## src/rtl/fetch_pkg.sv

```systemverilog
// Shared types and constants for the instruction-fetch stage.
package fetch_pkg;

    localparam logic [31:0] NOP_INST = 32'h0000_0013;

    typedef enum logic [1:0] {
        S_BOOT,
        S_RUN,
        S_HALT
    } fetch_state_t;

    function automatic logic [31:0] alignWord(input logic [31:0] addr);
        return {addr[31:2], 2'b00};
    endfunction

endpackage

```

## src/rtl/inst_fetch_if_id_reg.sv

```systemverilog
// IF/ID pipeline register: bubble beats hold, hold beats a normal load.
module if_id_reg
    import fetch_pkg::*;
(
    input  logic        i_clk,
    input  logic        i_rst_n,
    input  logic        i_hold,
    input  logic        i_bubble,
    input  logic [31:0] i_pc,
    input  logic [31:0] i_pc4,
    input  logic [31:0] i_inst,
    output logic [31:0] o_pc,
    output logic [31:0] o_pc4,
    output logic [31:0] o_inst,
    output logic        o_valid
);

    logic [31:0] pc_q;
    logic [31:0] pc4_q;
    logic [31:0] inst_q;
    logic        valid_q;

    always_ff @(posedge i_clk or negedge i_rst_n) begin
        if (!i_rst_n) begin
            pc_q    <= '0;
            pc4_q   <= '0;
            inst_q  <= NOP_INST;
            valid_q <= 1'b0;
        end else if (i_bubble) begin
            pc_q    <= '0;
            pc4_q   <= '0;
            inst_q  <= NOP_INST;
            valid_q <= 1'b0;
        end else if (!i_hold) begin
            pc_q    <= i_pc;
            pc4_q   <= i_pc4;
            inst_q  <= i_inst;
            valid_q <= 1'b1;
        end
    end

    assign o_pc    = pc_q;
    assign o_pc4   = pc4_q;
    assign o_inst  = inst_q;
    assign o_valid = valid_q;

endmodule

```

## src/rtl/inst_fetch.sv

```systemverilog
// Instruction-fetch stage: PC, next-PC selection, fetch FSM and IF/ID register.
// Optional FETCH_MISALIGN_CHECK_EN adds o_misalign and refuses misaligned redirects.
module inst_fetch
    import fetch_pkg::*;
#(
    parameter logic [31:0] RESET_PC   = 32'h0000_0000,
    parameter int unsigned IMEM_WORDS = 2048
) (
    input  logic        i_clk,
    input  logic        i_rst_n,
    input  logic        i_stall,
    input  logic        i_flush,
    input  logic        i_redirect,
    input  logic [31:0] i_redirect_pc,
    input  logic        i_halt,
    output logic [31:0] o_addr_inst,
    input  logic [31:0] i_inst,
    output logic [31:0] o_if_pc,
    output logic [31:0] o_if_pc4,
    output logic [31:0] o_if_inst,
    output logic        o_if_valid,
`ifdef FETCH_MISALIGN_CHECK_EN
    output logic        o_misalign,
`endif
    output logic        o_halted
);

    // 34 bits so that a 2^30-word memory (limit 2^32) still compares correctly
    localparam logic [33:0] IMEM_LIMIT = {IMEM_WORDS[31:0], 2'b00};

    fetch_state_t state_q, state_d;
    logic [31:0]  pc_q, pc_d;
    logic [31:0]  pcPlus4;
    logic [31:0]  redirTarget;
    logic         outOfRange;
    logic         misalignReq;
    logic         ifHold;
    logic         ifBubble;

    assign pcPlus4     = pc_q + 32'd4;
    assign redirTarget = alignWord(i_redirect_pc);
    assign outOfRange  = ({2'b00, pc_q} >= IMEM_LIMIT);

`ifdef FETCH_MISALIGN_CHECK_EN
    logic misalign_q;

    assign misalignReq = |i_redirect_pc[1:0];

    always_ff @(posedge i_clk or negedge i_rst_n) begin
        if (!i_rst_n) begin
            misalign_q <= 1'b0;
        end else begin
            misalign_q <= i_redirect && misalignReq && (state_q != S_BOOT);
        end
    end

    assign o_misalign = misalign_q;
`else
    logic unusedAlignBits;

    assign unusedAlignBits = |i_redirect_pc[1:0];
    assign misalignReq     = 1'b0;
`endif

    always_ff @(posedge i_clk or negedge i_rst_n) begin
        if (!i_rst_n) begin
            state_q <= S_BOOT;
            pc_q    <= RESET_PC;
        end else begin
            state_q <= state_d;
            pc_q    <= pc_d;
        end
    end

    always_comb begin
        state_d  = state_q;
        pc_d     = pc_q;
        ifHold   = 1'b0;
        ifBubble = 1'b0;
        case (state_q)
            S_BOOT: begin
                ifBubble = 1'b1;
                state_d  = S_RUN;
            end
            S_RUN: begin
                if (i_redirect) begin
                    ifBubble = 1'b1;
                    if (misalignReq) begin
                        state_d = S_HALT;
                    end else begin
                        pc_d = redirTarget;
                    end
                end else if (i_halt || outOfRange) begin
                    ifBubble = 1'b1;
                    state_d  = S_HALT;
                end else begin
                    ifBubble = i_flush;
                    if (i_stall) begin
                        ifHold = 1'b1;
                    end else begin
                        pc_d = pcPlus4;
                    end
                end
            end
            S_HALT: begin
                ifBubble = 1'b1;
                if (i_redirect && !misalignReq) begin
                    pc_d    = redirTarget;
                    state_d = S_RUN;
                end
            end
            default: begin
                ifBubble = 1'b1;
                state_d  = S_BOOT;
            end
        endcase
    end

    if_id_reg u_if_id (
        .i_clk    (i_clk),
        .i_rst_n  (i_rst_n),
        .i_hold   (ifHold),
        .i_bubble (ifBubble),
        .i_pc     (pc_q),
        .i_pc4    (pcPlus4),
        .i_inst   (i_inst),
        .o_pc     (o_if_pc),
        .o_pc4    (o_if_pc4),
        .o_inst   (o_if_inst),
        .o_valid  (o_if_valid)
    );

    assign o_addr_inst = pc_q;
    assign o_halted    = (state_q == S_HALT);

endmodule

```

## config.mk

```make
export PLATFORM = sky130hd
export DESIGN_NAME = inst_fetch
export DESIGN_NICKNAME = d
export VERILOG_FILES = /design/src/rtl/fetch_pkg.sv /design/src/rtl/inst_fetch_if_id_reg.sv /design/src/rtl/inst_fetch.sv
export SDC_FILE = /design/constraint.sdc
export NUM_CORES = 1
export LEC_CHECK = 0
export BUFFER_PORTS_ARGS = -buffer_cell sky130_fd_sc_hd__buf_2
export CORE_ASPECT_RATIO = 1.1
export CORE_MARGIN = 5
export CORE_UTILIZATION = 45
export CTS_CLUSTER_SIZE = 20
export DETAILED_ROUTE_END_ITERATION = 6
export PLACE_DENSITY = 0.86
export SYNTH_ARGS = -nofsm -noshare
export SYNTH_HDL_FRONTEND = slang
export SYNTH_SLANG_ARGS = --single-unit
```

## constraint.sdc

```tcl
create_clock -name i_clk -period 1.98 [get_ports i_clk]
set_clock_uncertainty 0.05 [all_clocks]
set_input_delay 0.198 -clock i_clk [delete_from_list [all_inputs] [get_ports i_clk]]
set_output_delay 0.198 -clock i_clk [all_outputs]
set_load 0.02 [all_outputs]
```

==> results list <==
* Fraction of layout instances using a drive strength above 1: 44.61%
- Max rail drop VDD: approximately 0.68 mV
- Most frequently used flop master after synthesis: sky130_fd_sc_hd__dfrtp_1
- In this run, placement finished with an instance count of 845.
- After the first detailed-routing iteration, the DRC count stood at 308.
- The first detailed-routing pass ran for 5 iterations.
- Cell internal power was estimated by the tool at around 6.0 mW.
- Main combinational cell family by area after synthesis: simple AND/OR/NAND/NOR gates
- Final net count: 819
* Boundary pin count: 200
- Capturing point of the worst reg2reg path: u_if_id.o_pc[28]
* Switching part of the total: 33.75%
- The first global-routing pass estimated 23940 µm of wire.
- For the worst-skew pair, the clock arrives at the later sink with an insertion delay of 0.40 ns.
* Flop and latch count out of synthesis: 126
* Failing checks: negative setup slack
- Based on the critical path, the design can be clocked at up to 0.4677 GHz.
* Post-place instance area: just under 7000 µm²
- In this run the most critical hold path is launched from i_inst[23].
* Final std cell area, no fill: about 8100 µm²
* Critical path origin: o_addr_inst[16]
- Final Max Tran Viols: 0
- WL/cell: approximately 17 µm
* FF+latch area: 3167 µm²
- Unrepaired setup endpoints after global routing: yes
* Placed wire-length estimate after detailed placement: 10560 µm
* Count of flip-flops with a built-in enable after synthesis: 0
* Data arrival time at the worst-slack endpoint: around 2.4 ns
- Number of global-route vias before repair: 4830
- The layer flagged by global routing as most heavily used is met2.
- Initial cell density of the core: 46.16%
* Switching power: slightly above 3 mW
- After global routing the overflow that remains totals 0.
- Count of vias placed by the detailed router: 4848
- Final critical-path required period: 2.138 ns
- XOR/XNOR Fraction of Synth Area: 1.570%
- Library cells used by synthesis: 45
* Worst slew pin tran: 0.7158 ns
* Total power density per cell area: 1118 nW/µm²
- Fraction of the core area covered by cells at the end of the flow: 66.75%
- Worst hold path cell count: 3
- CP max FO: 8
- Setup violations remaining at the end of the flow were counted as between 100 and 150.
- CTS tree: done
- Final TNS setup: -13.62 ns
- For this run, asynchronously set or reset flops after synthesis account for 100.0%.
- Simple-gate share of the synthesized area: a little over a fifth
* Antenna violations before repair: 0
- Kind of critical path: flop to flop
- STA classifies the critical path startpoint as a flop.
- The count of final hold-check violations was 0.
- WHS Endpoint: u_if_id.o_inst[23]
* Warnings, synthesis: 0
- The congestion estimate from routability-driven global placement came to 0.8497.
- Relative contribution of sequential cells to total power: 35.1%
- The share of total power dissipated in combinational logic is roughly 29%.
* Filler cells: ~870
- The run finished, with violations left.
* Number of buffers inserted by port buffering: about 200
* Critical register-to-register path startpoint: o_addr_inst[16]
* Pin count of the biggest net entering global routing: 99
- After layout, the worst setup slack is -0.1581 ns.
- Antenna Diode Count: 0
- The count of nets left with antenna violations once routing finished came out at 0.
- Clk network pwr share: between 30 and 40%
* Share of cell area taken by muxes after synthesis: 9.329%
* Met2 usage in global routing: 34.13%
* CTS Buf Count: 17
* Core Region: roughly 12000 µm²
- Worst Hold Margin: 0.02236 ns
- Total Die Area: 14730 µm²
- Global routing consumed, over all layers together, about a fifth of the routing resources.
* Final cell count without fillers: 914
- Pre-CTS worst setup slack: -0.1539 ns
* Post-synthesis area per instance: 11.32 µm²
- For this run, global-route usage on met3 was measured as 5.002%.
- Leakage power figure: 4.333 nW
* R2R depth: 8
- Final Power: 9.023 mW
- The mapped netlist covers 5579 µm².
- After detailed routing, the number of vias per cell comes to 5.304.
- Row generation in the floorplan step produced 42 rows.
- The H-tree was split into 4 levels.
- Across the run, the number of max-cap violations was 0.
- Critical Path End Type: flop
- Share of the yosys chip area belonging to registers: 56.58%
- In this run the worst hold path is classified as primary input to flop.
- For this run, design rule violations remaining after detail routing come to 0.
- CTS placed an instance of sky130_fd_sc_hd__clkbuf_16 at the clock tree root.
- The clock net in this run drives a total of 126 sinks.
- For met1 alone, demand over resource in global routing was 25.62%.
- Maximum clock path buffer count: 2
* Die outline height: 126.8 µm
- Adder-cell share of the synthesized area: 0.4485%
* Clock transition at the registers of the reported paths: about 0.06 ns
* Total area of multi-input combinational cells: 2255 µm²
- Of the available clock period, the critical path in the final layout requires 108.0%.
- The setup check on the worst reg-to-reg path leaves a slack of -0.16 ns.
* Cells after Synth: 493
* Width of the chip: 116.2 µm
- Summing the areas of all compound-gate instances in the mapped netlist gives ~6% of the synthesized area.
- Signed area change from the synthesized netlist to the final layout: 44.61%
* Critical path data required time: around 2.3 ns
* Worst slew slack as a fraction of its limit: 52.28%
- Routed WL: approximately 16000 µm
[worst max-delay path: stages, from the launching register on]
cell and delay [ns]:
sky130_fd_sc_hd__dfrtp_2 0.42, sky130_fd_sc_hd__nor4_2 0.30, sky130_fd_sc_hd__nand2_1 0.13, sky130_fd_sc_hd__or2_4 0.27
sky130_fd_sc_hd__buf_4 0.15, sky130_fd_sc_hd__nor4_4 0.21, sky130_fd_sc_hd__buf_6 0.22, sky130_fd_sc_hd__clkbuf_16 0.16
sky130_fd_sc_hd__and3_1 0.15
[metal layers]
layer,vias up,wire (µm)
met5,-,0
met4,0,293
met3,27,1335
met2,239,8034
met1,2379,6267
li1,2203,-
[layout make-up]
| type | instances | area share (%) |
|---|---|---|
| Clock inverter | 15 | 2.326 |
| Timing Repair Buffer | 272 | 22.53 |
| Sequential cell | 126 | 39.25 |
| Multi-Input combinational cell | 324 | 27.95 |
| Clock buffer | 17 | 5.273 |
| Inverter | 6 | 0.2792 |
| Tap cell | 154 | 2.388 |
[what timing repair did]
item                       CTS  global route
setup buffers                0             6
hold buffers                23             0
setup endpoints to repair  109           119
gates cloned                 0             8
hold endpoints to repair   145             0
pin swaps                    2             2
gates resized for setup      6            10
[registers in the layout (all words and copies together) (netlist names)]
name,cells
o_addr_inst,30
state_q,2
u_if_id.o_inst,32
u_if_id.o_pc,31
u_if_id.o_pc4,30
u_if_id.o_valid,1
[power groups by stage]
stage	clock [mW]	combinational, mW	sequential [mW]
CTS	3.24	2.49	3.12
global placement	0	2.35	3.13
global route	3.38	2.84	3.20
detailed placement	0	2.41	3.15
floorplan	0	1.01	3.50
finish	3.21	2.64	3.17
[synth_stat cells, drive strengths merged (8+ instances only)]
| library cell | count | area, µm² |
|---|---|---|
| and3 | 39 | 244.0 |
| nand3 | 16 | 80.08 |
| o21ai | 10 | 50.04 |
| a21oi | 25 | 125.1 |
| nor2 | 69 | 484.2 |
| nor4 | 8 | 56.30 |
| clkbuf | 23 | 86.33 |
| nand2 | 54 | 202.7 |
| mux2i | 52 | 520.5 |
| xnor2 | 8 | 70.07 |
| dfrtp | 123 | 3078 |
| buf | 15 | 148.9 |
[layout by cell type, fill, tap and decap left out, types with 3 or more instances in the layout]
| cell | n |
|---|---|
| sky130_fd_sc_hd__nand2_1 | 54 |
| sky130_fd_sc_hd__buf_12 | 7 |
| sky130_fd_sc_hd__nor2_4 | 30 |
| sky130_fd_sc_hd__dfrtp_2 | 8 |
| sky130_fd_sc_hd__nor2_1 | 38 |
| sky130_fd_sc_hd__buf_4 | 38 |
| sky130_fd_sc_hd__xnor2_1 | 8 |
| sky130_fd_sc_hd__nor4_4 | 3 |
| sky130_fd_sc_hd__dfrtp_1 | 115 |
| sky130_fd_sc_hd__dfstp_2 | 3 |
| sky130_fd_sc_hd__or3_1 | 4 |
| sky130_fd_sc_hd__o21ai_0 | 9 |
| sky130_fd_sc_hd__inv_1 | 6 |
| sky130_fd_sc_hd__buf_6 | 5 |
| sky130_fd_sc_hd__clkinv_4 | 4 |
| sky130_fd_sc_hd__clkinvlp_4 | 3 |
| sky130_fd_sc_hd__nand4_1 | 5 |
| sky130_fd_sc_hd__o22ai_1 | 4 |
| sky130_fd_sc_hd__and3_1 | 39 |
| sky130_fd_sc_hd__clkbuf_16 | 22 |
| sky130_fd_sc_hd__bufinv_16 | 3 |
| sky130_fd_sc_hd__a21oi_1 | 24 |
| sky130_fd_sc_hd__mux2i_1 | 52 |
| sky130_fd_sc_hd__buf_2 | 193 |
| sky130_fd_sc_hd__nor4_2 | 3 |
| sky130_fd_sc_hd__dlygate4sd3_1 | 23 |
| sky130_fd_sc_hd__a31oi_1 | 3 |
| sky130_fd_sc_hd__inv_6 | 4 |
| sky130_fd_sc_hd__nand3_1 | 16 |
[worst max path at each step]
stage	end	slack [ns]	depth (start not counted)
finish	u_if_id.o_pc[28]	-0.16	8
global route	u_if_id.o_pc4[7]	-0.23	6
CTS	u_if_id.o_inst[2]	-0.11	6
detailed placement	u_if_id.o_valid	-0.15	6
global placement	u_if_id.o_pc4[10]	-0.15	6
floorplan	u_if_id.o_inst[12]	-0.14	7
[kinds of logic after synthesis]
kind of cell | count (synthesis)
mux | 52
flops | 126
compound gates | 55
fa+ha+maj | 2
simple gates | 203
other cells | 1
buf+inv | 44
xor+xnor | 10
(Power assumes the default switching activity.)
